==> config.mk <==
export PLATFORM = sky130hd
export DESIGN_NAME = mcs4_addr_stack_flat
export DESIGN_NICKNAME = d
export VERILOG_FILES = /design/src/rtl/mcs4_addr_stack_if.sv /design/src/rtl/mcs4_addr_stack.sv /design/src/flat_wrapper.sv
export SDC_FILE = /design/constraint.sdc
export NUM_CORES = 1
export LEC_CHECK = 0
export ABC_AREA = 1
export ABC_CLOCK_PERIOD_IN_PS = 1800
export CORE_UTILIZATION = 29
export CTS_CLUSTER_SIZE = 28
export DETAILED_ROUTE_END_ITERATION = 12
export GPL_TIMING_DRIVEN = 0
export PLACE_DENSITY = 0.58
export SLEW_MARGIN = 20
export SYNTH_ARGS = -nofsm -noshare
export SYNTH_HDL_FRONTEND = slang
export SYNTH_SLANG_ARGS = --single-unit
==> constraint.sdc <==
create_clock -name clk -period 1.8 [get_ports clk]
set_input_delay 0.54 -clock clk [delete_from_list [all_inputs] [get_ports clk]]
set_output_delay 0.54 -clock clk [all_outputs]
set_load 0.005 [all_outputs]
==> src/rtl/mcs4_addr_stack_if.sv <==
// Sequencer-to-address-unit bundle: resolved address op in, PC/stack status out.
interface mcs4_addr_stack_if #(
    parameter int ADDR_W = 12,
    parameter int DEPTH  = 4
);
    localparam int LVL_W = $clog2(DEPTH + 1);

    logic              op_valid;
    logic [2:0]        op;
    logic [ADDR_W-1:0] target;
    logic              clr_err;

    logic [ADDR_W-1:0] pc;
    logic [ADDR_W-1:0] ret_addr;
    logic [LVL_W-1:0]  level;
    logic              full;
    logic              empty;
    logic              end_of_page;
    logic              overflow;
    logic              underflow;

    modport master (
        output op_valid, op, target, clr_err,
        input  pc, ret_addr, level, full, empty, end_of_page, overflow, underflow
    );

    modport slave (
        input  op_valid, op, target, clr_err,
        output pc, ret_addr, level, full, empty, end_of_page, overflow, underflow
    );
endinterface

==> src/rtl/mcs4_addr_stack.sv <==
// MCS-4 program counter with DEPTH-level return stack, page jumps and
// selectable circular-wrap or refuse-on-fault stack policy.
module mcs4_addr_stack #(
    parameter int ADDR_W = 12,
    parameter int DEPTH  = 4,
    parameter bit STRICT = 1'b0
) (
    input  logic             clk,
    input  logic             rst,
    mcs4_addr_stack_if.slave bus
);
    localparam int LVL_W = $clog2(DEPTH + 1);
    localparam int PTR_W = $clog2(DEPTH);
    localparam logic [LVL_W-1:0] LVL_FULL = LVL_W'(DEPTH);
    localparam logic [PTR_W-1:0] PTR_LAST = PTR_W'(DEPTH - 1);

    localparam logic [2:0] OP_INC   = 3'd1;
    localparam logic [2:0] OP_JUMP  = 3'd2;
    localparam logic [2:0] OP_JPAGE = 3'd3;
    localparam logic [2:0] OP_CALL  = 3'd4;
    localparam logic [2:0] OP_RET   = 3'd5;

    logic [ADDR_W-1:0] pc_q;
    logic [ADDR_W-1:0] pc_inc;
    logic [ADDR_W-1:0] top;
    logic [ADDR_W-1:0] stack_q [DEPTH];
    logic [PTR_W-1:0]  wp_q;
    logic [PTR_W-1:0]  wp_inc;
    logic [PTR_W-1:0]  wp_dec;
    logic [LVL_W-1:0]  level_q;
    logic              ovf_q;
    logic              unf_q;
    logic              is_full;
    logic              is_empty;

    // Pointer wraps explicitly so non-power-of-two depths stay in range.
    always_comb begin
        pc_inc   = pc_q + 1'b1;
        wp_inc   = (wp_q == PTR_LAST) ? '0 : wp_q + 1'b1;
        wp_dec   = (wp_q == '0) ? PTR_LAST : wp_q - 1'b1;
        top      = stack_q[wp_dec];
        is_full  = (level_q == LVL_FULL);
        is_empty = (level_q == '0);
    end

    always_ff @(posedge clk or negedge rst) begin
        if (!rst) begin
            pc_q    <= '0;
            wp_q    <= '0;
            level_q <= '0;
            ovf_q   <= 1'b0;
            unf_q   <= 1'b0;
            for (int i = 0; i < DEPTH; i++) begin
                stack_q[i] <= '0;
            end
        end else begin
            // Clear first; a fault set below in the same cycle overrides it.
            if (bus.clr_err) begin
                ovf_q <= 1'b0;
                unf_q <= 1'b0;
            end
            if (bus.op_valid) begin
                case (bus.op)
                    OP_INC:   pc_q <= pc_inc;
                    OP_JUMP:  pc_q <= bus.target;
                    OP_JPAGE: pc_q <= {pc_inc[ADDR_W-1:8], bus.target[7:0]};
                    OP_CALL: begin
                        if (is_full) begin
                            ovf_q <= 1'b1;
                        end
                        if (!is_full || !STRICT) begin
                            stack_q[wp_q] <= pc_inc;
                            wp_q          <= wp_inc;
                            pc_q          <= bus.target;
                            if (!is_full) begin
                                level_q <= level_q + 1'b1;
                            end
                        end
                    end
                    OP_RET: begin
                        if (is_empty) begin
                            unf_q <= 1'b1;
                        end
                        if (!is_empty || !STRICT) begin
                            pc_q <= top;
                            wp_q <= wp_dec;
                            if (!is_empty) begin
                                level_q <= level_q - 1'b1;
                            end
                        end
                    end
                    default: ;
                endcase
            end
        end
    end

    assign bus.pc          = pc_q;
    assign bus.ret_addr    = is_empty ? '0 : top;
    assign bus.level       = level_q;
    assign bus.full        = is_full;
    assign bus.empty       = is_empty;
    assign bus.end_of_page = (pc_q[7:0] == 8'hFF);
    assign bus.overflow    = ovf_q;
    assign bus.underflow   = unf_q;
endmodule
==> src/flat_wrapper.sv <==
// flat-port wrapper written by rule: the top's interface ports become plain ports
module mcs4_addr_stack_flat 
#(
    parameter int ADDR_W = 12,
    parameter int DEPTH  = 4,
    parameter bit STRICT = 1'b0
)
  (clk, rst, bus_op_valid, bus_op, bus_target, bus_clr_err, bus_pc, bus_ret_addr, bus_level, bus_full, bus_empty, bus_end_of_page, bus_overflow, bus_underflow);
  mcs4_addr_stack_if #(.ADDR_W(ADDR_W), .DEPTH(DEPTH)) bus_i ();
  input  logic clk;
  input  logic rst;
  input wire logic [$bits(bus_i.op_valid)-1:0] bus_op_valid;
  input wire logic [$bits(bus_i.op)-1:0] bus_op;
  input wire logic [$bits(bus_i.target)-1:0] bus_target;
  input wire logic [$bits(bus_i.clr_err)-1:0] bus_clr_err;
  output wire logic [$bits(bus_i.pc)-1:0] bus_pc;
  output wire logic [$bits(bus_i.ret_addr)-1:0] bus_ret_addr;
  output wire logic [$bits(bus_i.level)-1:0] bus_level;
  output wire logic [$bits(bus_i.full)-1:0] bus_full;
  output wire logic [$bits(bus_i.empty)-1:0] bus_empty;
  output wire logic [$bits(bus_i.end_of_page)-1:0] bus_end_of_page;
  output wire logic [$bits(bus_i.overflow)-1:0] bus_overflow;
  output wire logic [$bits(bus_i.underflow)-1:0] bus_underflow;
  assign bus_i.op_valid = bus_op_valid;
  assign bus_i.op = bus_op;
  assign bus_i.target = bus_target;
  assign bus_i.clr_err = bus_clr_err;
  assign bus_pc = bus_i.pc;
  assign bus_ret_addr = bus_i.ret_addr;
  assign bus_level = bus_i.level;
  assign bus_full = bus_i.full;
  assign bus_empty = bus_i.empty;
  assign bus_end_of_page = bus_i.end_of_page;
  assign bus_overflow = bus_i.overflow;
  assign bus_underflow = bus_i.underflow;
  mcs4_addr_stack #(.ADDR_W(ADDR_W), .DEPTH(DEPTH), .STRICT(STRICT)) u_core (.clk(clk), .rst(rst), .bus(bus_i));
endmodule
==> results summary, run 1 <==
At the later pin of the worst-skew pair, clock insertion delay measures 0.34 ns. The residual DRC count is 0. The worst reg-to-reg path cell count is 18. The effective utilization at floorplan came out at 30.00%. The element type at the critical path start is a flip-flop. The cell area after technology mapping came out at 0.003648 sq mm. The number of global-route vias before repair came to 3872. TritonCTS built the clock tree. Between clock sinks in the finished design, the worst skew comes to 0.003117 ns. The biggest fanout along the worst timing path came out at 7.

The smallest setup slack after layout came out at -0.6448 ns. The capturing instance or port of the critical path is bus_ret_addr[1]. Summing the areas of all compound-gate instances in the mapped netlist gives 9.053% of the synthesized area. The total grt overflow is 0.

The dominant combinational cell family by area after synthesis is simple AND/OR/NAND/NOR gates. The maximum number of buffers from clock root to sink came out at 2. The internal reg-to-reg setup slack is -0.45 ns.

The register clock-pin slew on the reported worst setup and hold paths came out at 0.06 ns. Summing the areas of all xor and xnor instances in the mapped netlist gives 1.920% of the synthesized area. The final weighted congestion in routability-driven placement came out at 0.8189. The transition time at the pin with the least slew margin is 0.5092 ns. The area growth from synthesis to layout came out at 58.20%. The count of boundary I/O pins is 51. The sequential cell area in the final layout is 0.001689 sq mm. The total track usage is 21.26%. The initial antenna violation count is 0. The max-slew violation count is 0. The proportion of layout cells with a drive suffix above 1 is 32.91%. Entering global routing, the biggest net connects 49 pins. The library cell used as clock root buffer is sky130_fd_sc_hd__clkbuf_16.

The core area is 0.01216 sq mm. The power density over the cells came out at 1867 mW/mm^2. The worst setup path is captured at a primary output.

From left edge to right edge, the die measures 114.2 um. The number of clock sinks seen by CTS is 67. The class of the worst hold path is in2async. The fill cell instance count of the final layout is 1168. The final critical-path share of the clock period is 135.8%. Subtracting the final worst setup slack from the clock period gives 2.445 ns.

The count of endpoints failing hold in the final timing report is 0. The number of cells produced by synthesis came out at 496. VDD sags by at most 0.9791 mV. Dividing the synthesized area by the synthesized cell count gives 7.356 sq um. The portion of the post-synthesis area used by sequential elements came out at 45.95%. Once detail routing completed, the nets flagged for antenna violations numbered 0. The number of buffers created by CTS is 9.

In this run the worst setup path begins at u_core.wp_q[0]. The critical path in this run is classified as reg2out. The quantity of I/O buffers inserted on ports came out at 50. The net count after synthesis came out at 521. The multiplexer area fraction after synthesis is 0%. After detailed placement, the design holds a cell count of 715. The flow ran to the end, but the final reports show violations. The per-cell via count in the routed design came out at 4.911. For this run, the top clock speed supported by timing is 409.0 MHz. The count of unique library cells instantiated by Yosys is 24. The total wire length after detailed routing came out at 13290 um. The final reports fail on negative setup slack. Setup repair after global routing could not meet its margin everywhere.

The number of nets in the layout came out at 649. The detailed router finished its first iteration with 406 violations. The floorplan die area came out at 0.01303 sq mm. The endpoint identified for the worst register-to-register timing path is u_core.bus.pc[1]. The count of cells in the finished layout, fillers not included, comes to 797. Measured along the y axis, the die boundary spans 114.2 um. For the worst setup path, the data arrival time is 1.90 ns. The post-detailed-placement half-perimeter wirelength came out at 8201 um.

In this run the static leakage power is 2.901 nW. The number of failing setup endpoints in the final timing report came out at 15. The average detailed-routed wire length per instance came out at 16.68 um. The number of violations of the max-capacitance limit came out at 0. After Yosys synthesis, and, or, nand and nor cells account for 33.09% of the synthesized area. The number of rows in the core area is 40. Yosys printed 0 warnings.

The number of diodes came out at 0. The number of iterations in the first detailed-routing pass came out at 5. The global-route wire length before repair came out at 20830 um. Summing all placed instances gives a cell area of 0.004428 sq mm. The number of H-tree levels is 3. The design area is 0.005772 sq mm. The multi-input combinational cells in the finished layout cover a total of 0.002019 sq mm. The register bit total from synthesis is 67. The total number of vias came out at 3914. The required time reported for the critical path endpoint came out at 1.26 ns. The startpoint identified for the worst register-to-register timing path is u_core.wp_q[1].

The post-synthesis adder-cell area fraction came out at 2.263%. The relative slew slack is 66.05%.
==> synth_stat cells <==
master                       n  area share [%]
sky130_fd_sc_hd__xor2_1      5             1.2
sky130_fd_sc_hd__o21ai_1    13             1.8
sky130_fd_sc_hd__xnor2_1     3            0.72
sky130_fd_sc_hd__buf_2      12             1.6
sky130_fd_sc_hd__nand4_1     3            0.51
sky130_fd_sc_hd__clkinv_1    1            0.10
sky130_fd_sc_hd__inv_2       5            0.51
sky130_fd_sc_hd__fa_1        1            0.55
sky130_fd_sc_hd__a21oi_1    15             2.1
sky130_fd_sc_hd__dfrtp_1    67              46
sky130_fd_sc_hd__buf_6       2            0.62
sky130_fd_sc_hd__nor2_2      4            0.69
sky130_fd_sc_hd__inv_1      38             3.9
sky130_fd_sc_hd__o21ai_0    38             5.2
sky130_fd_sc_hd__nand3_2     1            0.27
sky130_fd_sc_hd__nor2_1     26             2.7
sky130_fd_sc_hd__nand2_1   170              17
sky130_fd_sc_hd__and2_1      1            0.17
sky130_fd_sc_hd__clkbuf_1    1            0.10
sky130_fd_sc_hd__ha_1        5             1.7
sky130_fd_sc_hd__nor3_1      2            0.27
sky130_fd_sc_hd__nand3_1    74              10
sky130_fd_sc_hd__buf_4       4            0.82
sky130_fd_sc_hd__nand2_2     5            0.86
==> cells in the final DEF, fill, tap and decap left out, drive strengths merged, types with 2 or more instances in the layout <==
cell,instances
clkdlybuf4s15,2
dfrtp,67
nand2,175
nor2,30
dlygate4sd2,7
inv,44
dlymetal6s2s,2
nor3,2
o21ai,51
a21oi,15
ha,5
nand4,3
xnor2,3
clkdlybuf4s50,24
bufinv,4
xor2,5
clkbuf,13
buf,97
nand3,75
==> registers in the layout, summed over array words and instances, names as in the netlist <==
register / flops
u_core.bus.level: 3
u_core.stack_q: 48
u_core.bus.pc: 12
u_core.bus.overflow: 1
u_core.bus.underflow: 1
u_core.wp_q: 2
==> critical path: stages, from the launching register on <==
cell	delay [ns]
sky130_fd_sc_hd__dfrtp_2	0.42
sky130_fd_sc_hd__inv_6	0.04
sky130_fd_sc_hd__ha_4	0.18
sky130_fd_sc_hd__buf_6	0.12
sky130_fd_sc_hd__nor2_4	0.24
sky130_fd_sc_hd__nand2_1	0.12
sky130_fd_sc_hd__nand3_2	0.11
sky130_fd_sc_hd__nand2_1	0.07
sky130_fd_sc_hd__nor2_2	0.13
sky130_fd_sc_hd__buf_2	0.13
==> per-stage QoR <==
step           total power [mW]  util (%)  setup WS (ns)  setup TNS, ns  hold WS (ns)
5_1_grt                   11.40     47.46        -0.7018         -8.914        0.1054
3_3_place_gp              6.400     36.20         -2.171        -177.70        0.4671
6_report                  10.78     47.46        -0.6448         -7.775       0.09288
2_1_floorplan             4.670         -       -0.03021        -0.1372        0.2444
4_1_cts                   10.29     45.46        -0.6523         -7.748       0.09553
3_5_place_dp              6.500     36.41        -0.8787         -35.07        0.4531
==> layer usage <==
metal	share of wire (%)	GRT usage, %
met1	44	28.07
met2	49	35.47
met3	5.3	4.023
met4	1.6	6.061
met5	0	0
==> repair_timing <==
item | in CTS | in global routing
pin swaps | 44 | 21
gates resized for setup | 161 | 47
gates cloned | 2 | 0
hold buffers | 0 | 0
setup endpoints to repair | 73 | 78
setup buffers | 57 | 14
==> area by class of cell <==
type	count	area share, %
well taps	168	3.642
repair buffers	118	18.75
inverters	44	3.208
flip-flops and latches	67	29.27
clock buffers	10	4.140
clock inverters	6	2.363
plain buffers	18	3.642
multi-input cells	366	34.99
==> cell families (layout without fill, tap and decap cells) <==
| family | Yosys count | count (layout) |
|---|---|---|
| DFF | 67 | 67 |
| AOI/OAI and AO/OA | 66 | 66 |
| adders and majority gates | 6 | 6 |
| and+or+nand+nor | 286 | 286 |
| xor gates and xnor gates | 8 | 8 |
| buffers and inverters | 63 | 196 |
==> worst min-delay path by stage <==
stage                                  start             endpoint  slack [ns]  cells after the start
final                                    rst   u_core.stack_q[24]        0.09                      1
after global routing                     rst   u_core.stack_q[35]        0.11                      1
after CTS                                rst   u_core.stack_q[34]         0.1                      1
after detailed placement                 rst   u_core.stack_q[34]        0.45                      1
after global placement    u_core.stack_q[33]   u_core.stack_q[33]        0.47                      2
after floorplan                          rst  u_core.bus.level[0]        0.24                      0
==> where the power goes <==
group	switching (mW)	total, mW	internal (mW)
Sequential	0.406	2.49	2.08
Combinational	3.09	6.05	2.96
Clock	0.700	2.23	1.53
Note: power is estimated with default switching activity, not from simulation.
==> inputs of run 2 (changes only) <==
--- a/config.mk
+++ b/config.mk
@@ -10,8 +10,9 @@
 export CORE_UTILIZATION = 29
 export CTS_CLUSTER_SIZE = 28
 export DETAILED_ROUTE_END_ITERATION = 12
+export DONT_BUFFER_PORTS = 1
 export GPL_TIMING_DRIVEN = 0
-export PLACE_DENSITY = 0.58
+export PLACE_DENSITY = 0.53
 export SLEW_MARGIN = 20
 export SYNTH_ARGS = -nofsm -noshare
 export SYNTH_HDL_FRONTEND = slang
==> run 2 against run 1 <==
The flow finishes with violations (negative hold slack, negative setup slack). Final cell count shrank 8.4%. Wire length shrank 2.1%. Sequential power grew 4%. Critical path type unchanged. Highest routed layer unchanged.
==> results summary, run 2 (synthesis results as in run 1) <==
The final core utilization is 43.02% (-4.4 points). The transition time at the pin with the least slew margin came out at 0.8237 ns (+0.3145 ns). The per-cell via count in the routed design is 4.986 (+1.5%). The power share of the combinational group is 58.0% (+1.8 points).

The total wire length after detailed routing was 13020 um (-2.1%). The flip-flop count of the largest register, all copies and words added is 48 (unchanged). The library cell used as clock root buffer is sky130_fd_sc_hd__clkbuf_16. The static leakage came out at 2.518 nW (-13%). The final critical-path share of the clock period came out at 126.9% (-8.9 points).

The data arrival time of the critical path is 1.74 ns (-0.16 ns). The relative contribution of the clock network to total power is 17.8% (-2.9 points). The number of failing setup endpoints in the final timing report came out at 16 (+1). The number of nets with antenna violations after detailed routing came to 0 (unchanged). The count of boundary I/O pins was 51 (unchanged). The fill cell instance count of the final layout came out at 1180 (+1.0%). The number of global-route vias before repair is 3481 (-10%). The smallest setup slack after layout came out at -0.4849 ns (+0.1599 ns). The max-slew violation count came out at 0 (unchanged). The total track usage was 19.86% (-1.4 points). The internal power summed over all cells was 6.347 mW (-3.5%). The area of combinational cells with multiple inputs is 0.002127 sq mm (+5.3%). The count of endpoints failing hold in the final timing report is 67 (+67). The slowest stage of the critical path belongs to the cell sky130_fd_sc_hd__dfrtp_1.

The initial antenna violation count is 0 (unchanged). The cell count after placement is 664 (-7.1%). The global-route wire length before repair is 19150 um (-8.1%). The number of rows in the core area came out at 40 (unchanged).

The clock tree from TritonCTS is built. The number of standard cells in the layout, taps in and fillers out came out at 730 (-8.4%). The smallest hold slack came out at -0.09368 ns (-0.1866 ns). The die outline height came out at 114.2 um (unchanged). The core area is 0.01216 sq mm (unchanged). The floorplan die area came out at 0.01303 sq mm (unchanged). The average detailed-routed wire length per instance is 17.83 um (+6.9%). The quantity of I/O buffers inserted on ports is 0 (-100%). The sequential cell area in the final layout came out at 0.001680 sq mm (-0.52%). The checks that failed: negative hold slack, negative setup slack. The min-delay analysis places its worst path in the category in2async. The number of H-tree levels came out at 3 (unchanged).

The overall die width came out at 114.2 um (unchanged). The number of buffers created by CTS is 9 (unchanged). The power spent charging and discharging nets is 4.409 mW (+5.0%). The number of violations of the max-capacitance limit came out at 0 (unchanged). From synthesis to final layout, the design area changed by 43.42%.

The total grt overflow came out at 0 (unchanged). The final weighted congestion in routability-driven placement came to 0.7926 (-3.2%). The residual DRC count was 0 (unchanged). The required time reported for the critical path endpoint came to 1.26 ns (about the same). The relative slew slack came out at 44.72% (-21 points). The worst-skew pair later-pin latency is 0.34 ns (about the same). The switching portion of total power was 40.99% (+2.0 points). The clock skew after layout was 0.007954 ns (+0.004837 ns). The number of iterations in the first detailed-routing pass is 4 (-1). The total number of vias was 3640 (-7.0%). The maximum number of buffers from clock root to sink is 2 (unchanged). The number of nets in the layout was 582 (-10%). The biggest fanout along the worst timing path is 5 (-2). The proportion of layout cells with a drive suffix above 1 came out at 33.27% (+0.36 points). STA classifies the critical path startpoint as a flip-flop. Setup repair after global routing could not meet its margin everywhere. STA classifies the critical path endpoint as a primary output. The setup path with the least slack is of type reg2out. The number of clock sinks seen by CTS is 67 (unchanged). The post-detailed-placement half-perimeter wirelength came out at 7951 um (-3.1%). The violation count after the first detailed-routing iteration is 273 (-33%). The effective utilization at floorplan came to 30.00% (unchanged). The final critical-path required period is 2.285 ns (-0.1599 ns). The delay of the slowest cell on the worst path was 0.42 ns (about the same). The power density over the cells came out at 2056 mW/mm^2 (+10%). The critical path goes through inv_2, ha_4, inv_8, nand2_8, buf_12, buf_12, nand2_2, nand3_2, nand2_2, nor2_4. The register with the most flip-flops in the final layout is u_core.stack_q. The most common cell after layout, fill and taps aside is sky130_fd_sc_hd__nand2_1. The register clock-pin slew on the reported worst setup and hold paths is 0.05 ns (about the same).

The maximum number of pins on one net before global-route repair came out at 68 (+39%). Leaving out fill and tap cells, the most frequent cells in the layout are sky130_fd_sc_hd__nand2_1 (139), sky130_fd_sc_hd__dfrtp_1 (64), sky130_fd_sc_hd__nand3_1 (40). The achievable frequency came out at 437.7 MHz (+7.0%). The peak supply drop came out at 1.147 mV (+17%). The number of diodes is 0 (unchanged). The sequential power share came out at 24.2% (+1.1 points). The run finished, with violations left.
==> run 2: final cells by class <==
type                    instances  share of cell area, %
plain buffers                  17                  3.300
clock buffers                  12                  4.711
clock inverters                 4                  1.411
inverters                      44                  3.443
multi-input cells             366                  40.65
flip-flops and latches         67                  32.11
well taps                     168                  4.017
repair buffers                 52                  10.35
==> run 2: timing repair <==
| item | 4_1_cts | 5_1_grt |
|---|---|---|
| resized for setup | 95 | 52 |
| endpoints found under the hold margin | 67 | 67 |
| setup buffers | 39 | 15 |
| gates cloned | 2 | 1 |
| setup endpoints to repair | 27 | 18 |
| pin swaps | 34 | 17 |
==> run 2: layer usage <==
layer  part of all wire [%]  global-route usage, %
met5                      0                      0
met1                     44                  27.54
met4                    1.4                  4.935
met2                     47                  30.71
met3                    7.4                  5.241
==> run 2: path summary, 6_finish.rpt <==
kind	startpoint	cells after the start	slack, ns	end
max	u_core.wp_q[1]	10	-0.48	bus_ret_addr[6]
max reg2reg	u_core.wp_q[1]	16	-0.35	u_core.bus.pc[10]
min in group clk	bus_op_valid	2	0.37	u_core.bus.overflow
max in group asynchronous	rst	0	1.76	u_core.wp_q[0]
min	rst	0	-0.09	u_core.bus.level[2]
min reg2reg	u_core.stack_q[0]	2	0.48	u_core.stack_q[0]
==> run 2: worst max-delay path: cells and delay by family, from the launching register on <==
| kind | cells | cell delay [ns] |
|---|---|---|
| simple gates | 5 | 0.40 |
| buf+inv | 4 | 0.40 |
| flops | 1 | 0.42 |
| fa+ha+maj | 1 | 0.18 |
==> run 2: power by group through the flow <==
stage | Sequential, mW | Clock (mW) | Combinational [mW]
finish | 2.60 | 1.91 | 6.24
global route | 2.67 | 2.02 | 6.68
detailed placement | 2.51 | 0 | 3.08
CTS | 2.54 | 1.95 | 5.20
global placement | 2.50 | 0 | 3.06
floorplan | 2.40 | 0 | 2.27
==> run 2: stage by stage <==
step | area [sq um] | TNS (ns) | worst slack [ns] | total power, mW
5_1_grt | 5233 | -7.354 | -0.5479 | 11.36
3_5_place_dp | 3902 | -5.560 | -0.4336 | 5.596
4_1_cts | 4938 | -6.299 | -0.4768 | 9.688
6_report | 5233 | -6.076 | -0.4849 | 10.76
2_1_floorplan | 3692 | -0.1372 | -0.03021 | 4.670
3_3_place_gp | 3902 | -5.332 | -0.4248 | 5.560
==> inputs of run 3 (changes only) <==
--- a/config.mk
+++ b/config.mk
@@ -8,7 +8,7 @@
 export ABC_AREA = 1
 export ABC_CLOCK_PERIOD_IN_PS = 1800
 export CORE_UTILIZATION = 29
-export CTS_CLUSTER_SIZE = 28
+export CTS_BUF_LIST = sky130_fd_sc_hd__clkbuf_8
 export DETAILED_ROUTE_END_ITERATION = 12
 export DONT_BUFFER_PORTS = 1
 export GPL_TIMING_DRIVEN = 0
==> run 3 against run 2 <==
The flow still finishes with violations (negative hold slack, negative setup slack). Global-route usage decreased by 0.57 points. Non-clock buffer count decreased by 13. Flip-flop and latch count unchanged. Final cell count decreased by 1.8%. Wire length decreased by 4.9%. Register-to-register slack got worse by 0.08 ns. Setup slack got worse by 0.023 ns. Core utilization decreased by 2.7 points. Critical path depth unchanged. Total power decreased by 14%. Fmax decreased by 1.0%.
==> results summary, run 3 (synthesis results as in run 1) <==
The floorplan die area is 0.01303 sq mm (unchanged). The capture instance of the worst register-to-register path is u_core.bus.pc[3]. The core area is 0.01216 sq mm (unchanged).

The required time reported for the critical path endpoint came to 1.26 ns (about the same). The final weighted congestion in routability-driven placement came out at 0.7926 (unchanged). The worst flop-to-flop path startpoint is u_core.wp_q[1]. The proportion of layout cells with a drive suffix above 1 is 30.60% (-2.7 points).

The final critical-path share of the clock period came out at 128.2% (+1.3 points). STA classifies the critical path endpoint as a primary output. The power density over the cells came out at 1892 mW/mm^2 (-8.0%). The global-route wire length before repair is 18660 um (-2.6%). The final critical-path required period came out at 2.308 ns (+0.02323 ns). The post-place instance area is 0.003902 sq mm (unchanged).

The area growth from synthesis to layout is 34.57%. The design area came out at 0.004910 sq mm (-6.2%). The data arrival time of the critical path is 1.77 ns (+0.03 ns). The violation count after the first detailed-routing iteration is 263 (-3.7%). The critical path in this run is classified as reg2out. The worst reg-to-reg path cell count is 17 (+1). The number of diodes is 0 (unchanged).

The static leakage is 2.374 nW (-5.7%). The number of nets with antenna violations after detailed routing is 0 (unchanged). The power after layout is 9.287 mW (-14%).

The most common cell after layout, fill and taps aside is sky130_fd_sc_hd__nand2_1. The number of failing setup endpoints in the final timing report is 16 (unchanged). The quantity of I/O buffers inserted on ports came out at 0 (unchanged). The worst-skew pair later-pin latency is 0.37 ns (+0.03 ns). The total grt overflow came to 0 (unchanged).

The maximum number of buffers from clock root to sink came out at 2 (unchanged). In the layout the commonest cells are sky130_fd_sc_hd__nand2_1 (142), sky130_fd_sc_hd__dfrtp_1 (63), sky130_fd_sc_hd__nand3_1 (47). The number of buffers created by CTS was 9 (unchanged). The effective utilization at floorplan came to 30.00% (unchanged). The internal reg-to-reg setup slack is -0.43 ns (-0.08 ns).

The total track usage is 19.29% (-0.57 points). The clock tree from TritonCTS is built. The cell sitting at the root of the clock tree is a sky130_fd_sc_hd__clkbuf_8. The per-cell via count in the routed design came out at 4.980 (-0.12%). The peak supply drop came out at 0.8247 mV (-28%). The run finished, with violations left. The count of boundary I/O pins is 51 (unchanged). STA classifies the critical path startpoint as a flip-flop. The number of H-tree levels came out at 3 (unchanged).

The final reports fail on negative hold slack, negative setup slack. The smallest setup slack after layout is -0.5081 ns (-0.02323 ns). The register clock-pin slew on the reported worst setup and hold paths was 0.07 ns (+0.02 ns).

The overall die width is 114.2 um (unchanged). The total number of vias is 3571 (-1.9%). The max-slew violation count is 0 (unchanged).

The biggest fanout along the worst timing path came to 5 (unchanged). The count of endpoints failing hold in the final timing report came out at 67 (unchanged). The number of nets in the layout is 569 (-2.2%). The die outline height is 114.2 um (unchanged).

In this run the worst hold path is classified as in2async. The average detailed-routed wire length per instance is 17.26 um (-3.2%). The number of global-route vias before repair is 3389 (-2.6%).

The number of rows in the core area came to 40 (unchanged). The transition time at the pin with the least slew margin came to 0.8415 ns (+0.01780 ns). The flip-flop count of the largest register, all copies and words added was 48 (unchanged). The initial antenna violation count is 0 (unchanged).

The total wire length after detailed routing came out at 12380 um (-4.9%). The number of clock sinks seen by CTS is 67 (unchanged). The number of violations of the max-capacitance limit is 0 (unchanged). The post-detailed-placement half-perimeter wirelength is 7951 um (unchanged).

The maximum number of pins on one net before global-route repair is 68 (unchanged). The achievable frequency was 433.3 MHz (-1.0%). The clock skew after layout came to 0.01137 ns (+0.003419 ns). The smallest hold slack is -0.1259 ns (-0.03223 ns). The residual DRC count came out at 0 (unchanged). The number of iterations in the first detailed-routing pass came out at 5 (+1). The relative slew slack came to 43.53% (-1.2 points). The post-route setup TNS came out at -6.502 ns (-0.4265 ns). The most flop-heavy register is u_core.stack_q. Setup repair after global routing could not meet its margin everywhere.
==> run 3: cell count changes in the layout (fill, tap and decap cells not counted), moves of 3 or more <==
cell,previous run,this run
sky130_fd_sc_hd__buf_4,33,36
sky130_fd_sc_hd__buf_6,16,3
sky130_fd_sc_hd__clkbuf_16,10,1
sky130_fd_sc_hd__clkbuf_8,2,10
sky130_fd_sc_hd__nand2_1,139,142
sky130_fd_sc_hd__nand3_1,40,47
sky130_fd_sc_hd__nand3_2,30,25
sky130_fd_sc_hd__nor2_4,4,7
==> run 3: worst max path at each step <==
stage | startpoint | endpoint | slack, ns | depth (start not counted)
CTS | u_core.wp_q[0] | bus_ret_addr[3] | -0.52 | 11
global placement | u_core.wp_q[0] | bus_ret_addr[3] | -0.42 | 8
detailed placement | u_core.wp_q[0] | bus_ret_addr[8] | -0.43 | 8
finish | u_core.wp_q[1] | bus_ret_addr[7] | -0.51 | 10
floorplan | u_core.wp_q[0] | bus_ret_addr[2] | -0.03 | 10
global route | u_core.wp_q[1] | bus_ret_addr[4] | -0.56 | 10
==> run 3: routing by layer <==
metal / global-route usage, % / share of wire (%) / vias up
li1: - / - / 1684
met2: 29.82 / 47 / 122
met5: 0 / 0 / -
met4: 4.935 / 1.4 / 0
met1: 27.37 / 47 / 1751
met3: 4.023 / 5.5 / 14
==> run 3: report_power, final <==
part	switching [mW]	internal [mW]
logic	2.90	2.38
registers	0.520	2.07
clock network	0.612	0.808
==> run 3: per-stage QoR <==
step           hold slack, ns  util [%]  std cells  worst slack (ns)
2_1_floorplan          0.2444         -        496          -0.03021
3_3_place_gp           0.2486     32.09        664           -0.4248
3_5_place_dp           0.2484     32.09        664           -0.4336
4_1_cts               -0.1432     38.37        709           -0.5206
5_1_grt               -0.1440     40.37        717           -0.5641
6_report              -0.1259     40.37        717           -0.5081
==> run 3: area by class of cell <==
cell class,count,area [sq um]
Buffer,17,172.7
Sequential cell,67,1682
Fill cell,1238,7252
Multi-Input combinational cell,366,2092
Tap cell,168,210.2
Clock buffer,10,137.6
Clock inverter,6,81.33
Inverter,44,177.7
Timing Repair Buffer,39,356.6
==> run 3: repair_timing <==
item | in CTS | in global routing
endpoints found under the hold margin | 67 | 67
buffers inserted | 27 | 11
pin swaps | 29 | 24
cloned | 2 | 0
setup endpoints to repair | 28 | 21
gates resized for setup | 71 | 53
==> run 3: critical path, cell delays in order, from the launching register on <==
cell	delay, ns
sky130_fd_sc_hd__dfrtp_1	0.42
sky130_fd_sc_hd__inv_2	0.08
sky130_fd_sc_hd__ha_4	0.19
sky130_fd_sc_hd__inv_6	0.08
sky130_fd_sc_hd__nand2_8	0.07
sky130_fd_sc_hd__buf_12	0.14
sky130_fd_sc_hd__buf_12	0.14
sky130_fd_sc_hd__nand2_4	0.05
sky130_fd_sc_hd__nand3_2	0.07
sky130_fd_sc_hd__nand2_2	0.10
sky130_fd_sc_hd__nor2_2	0.05
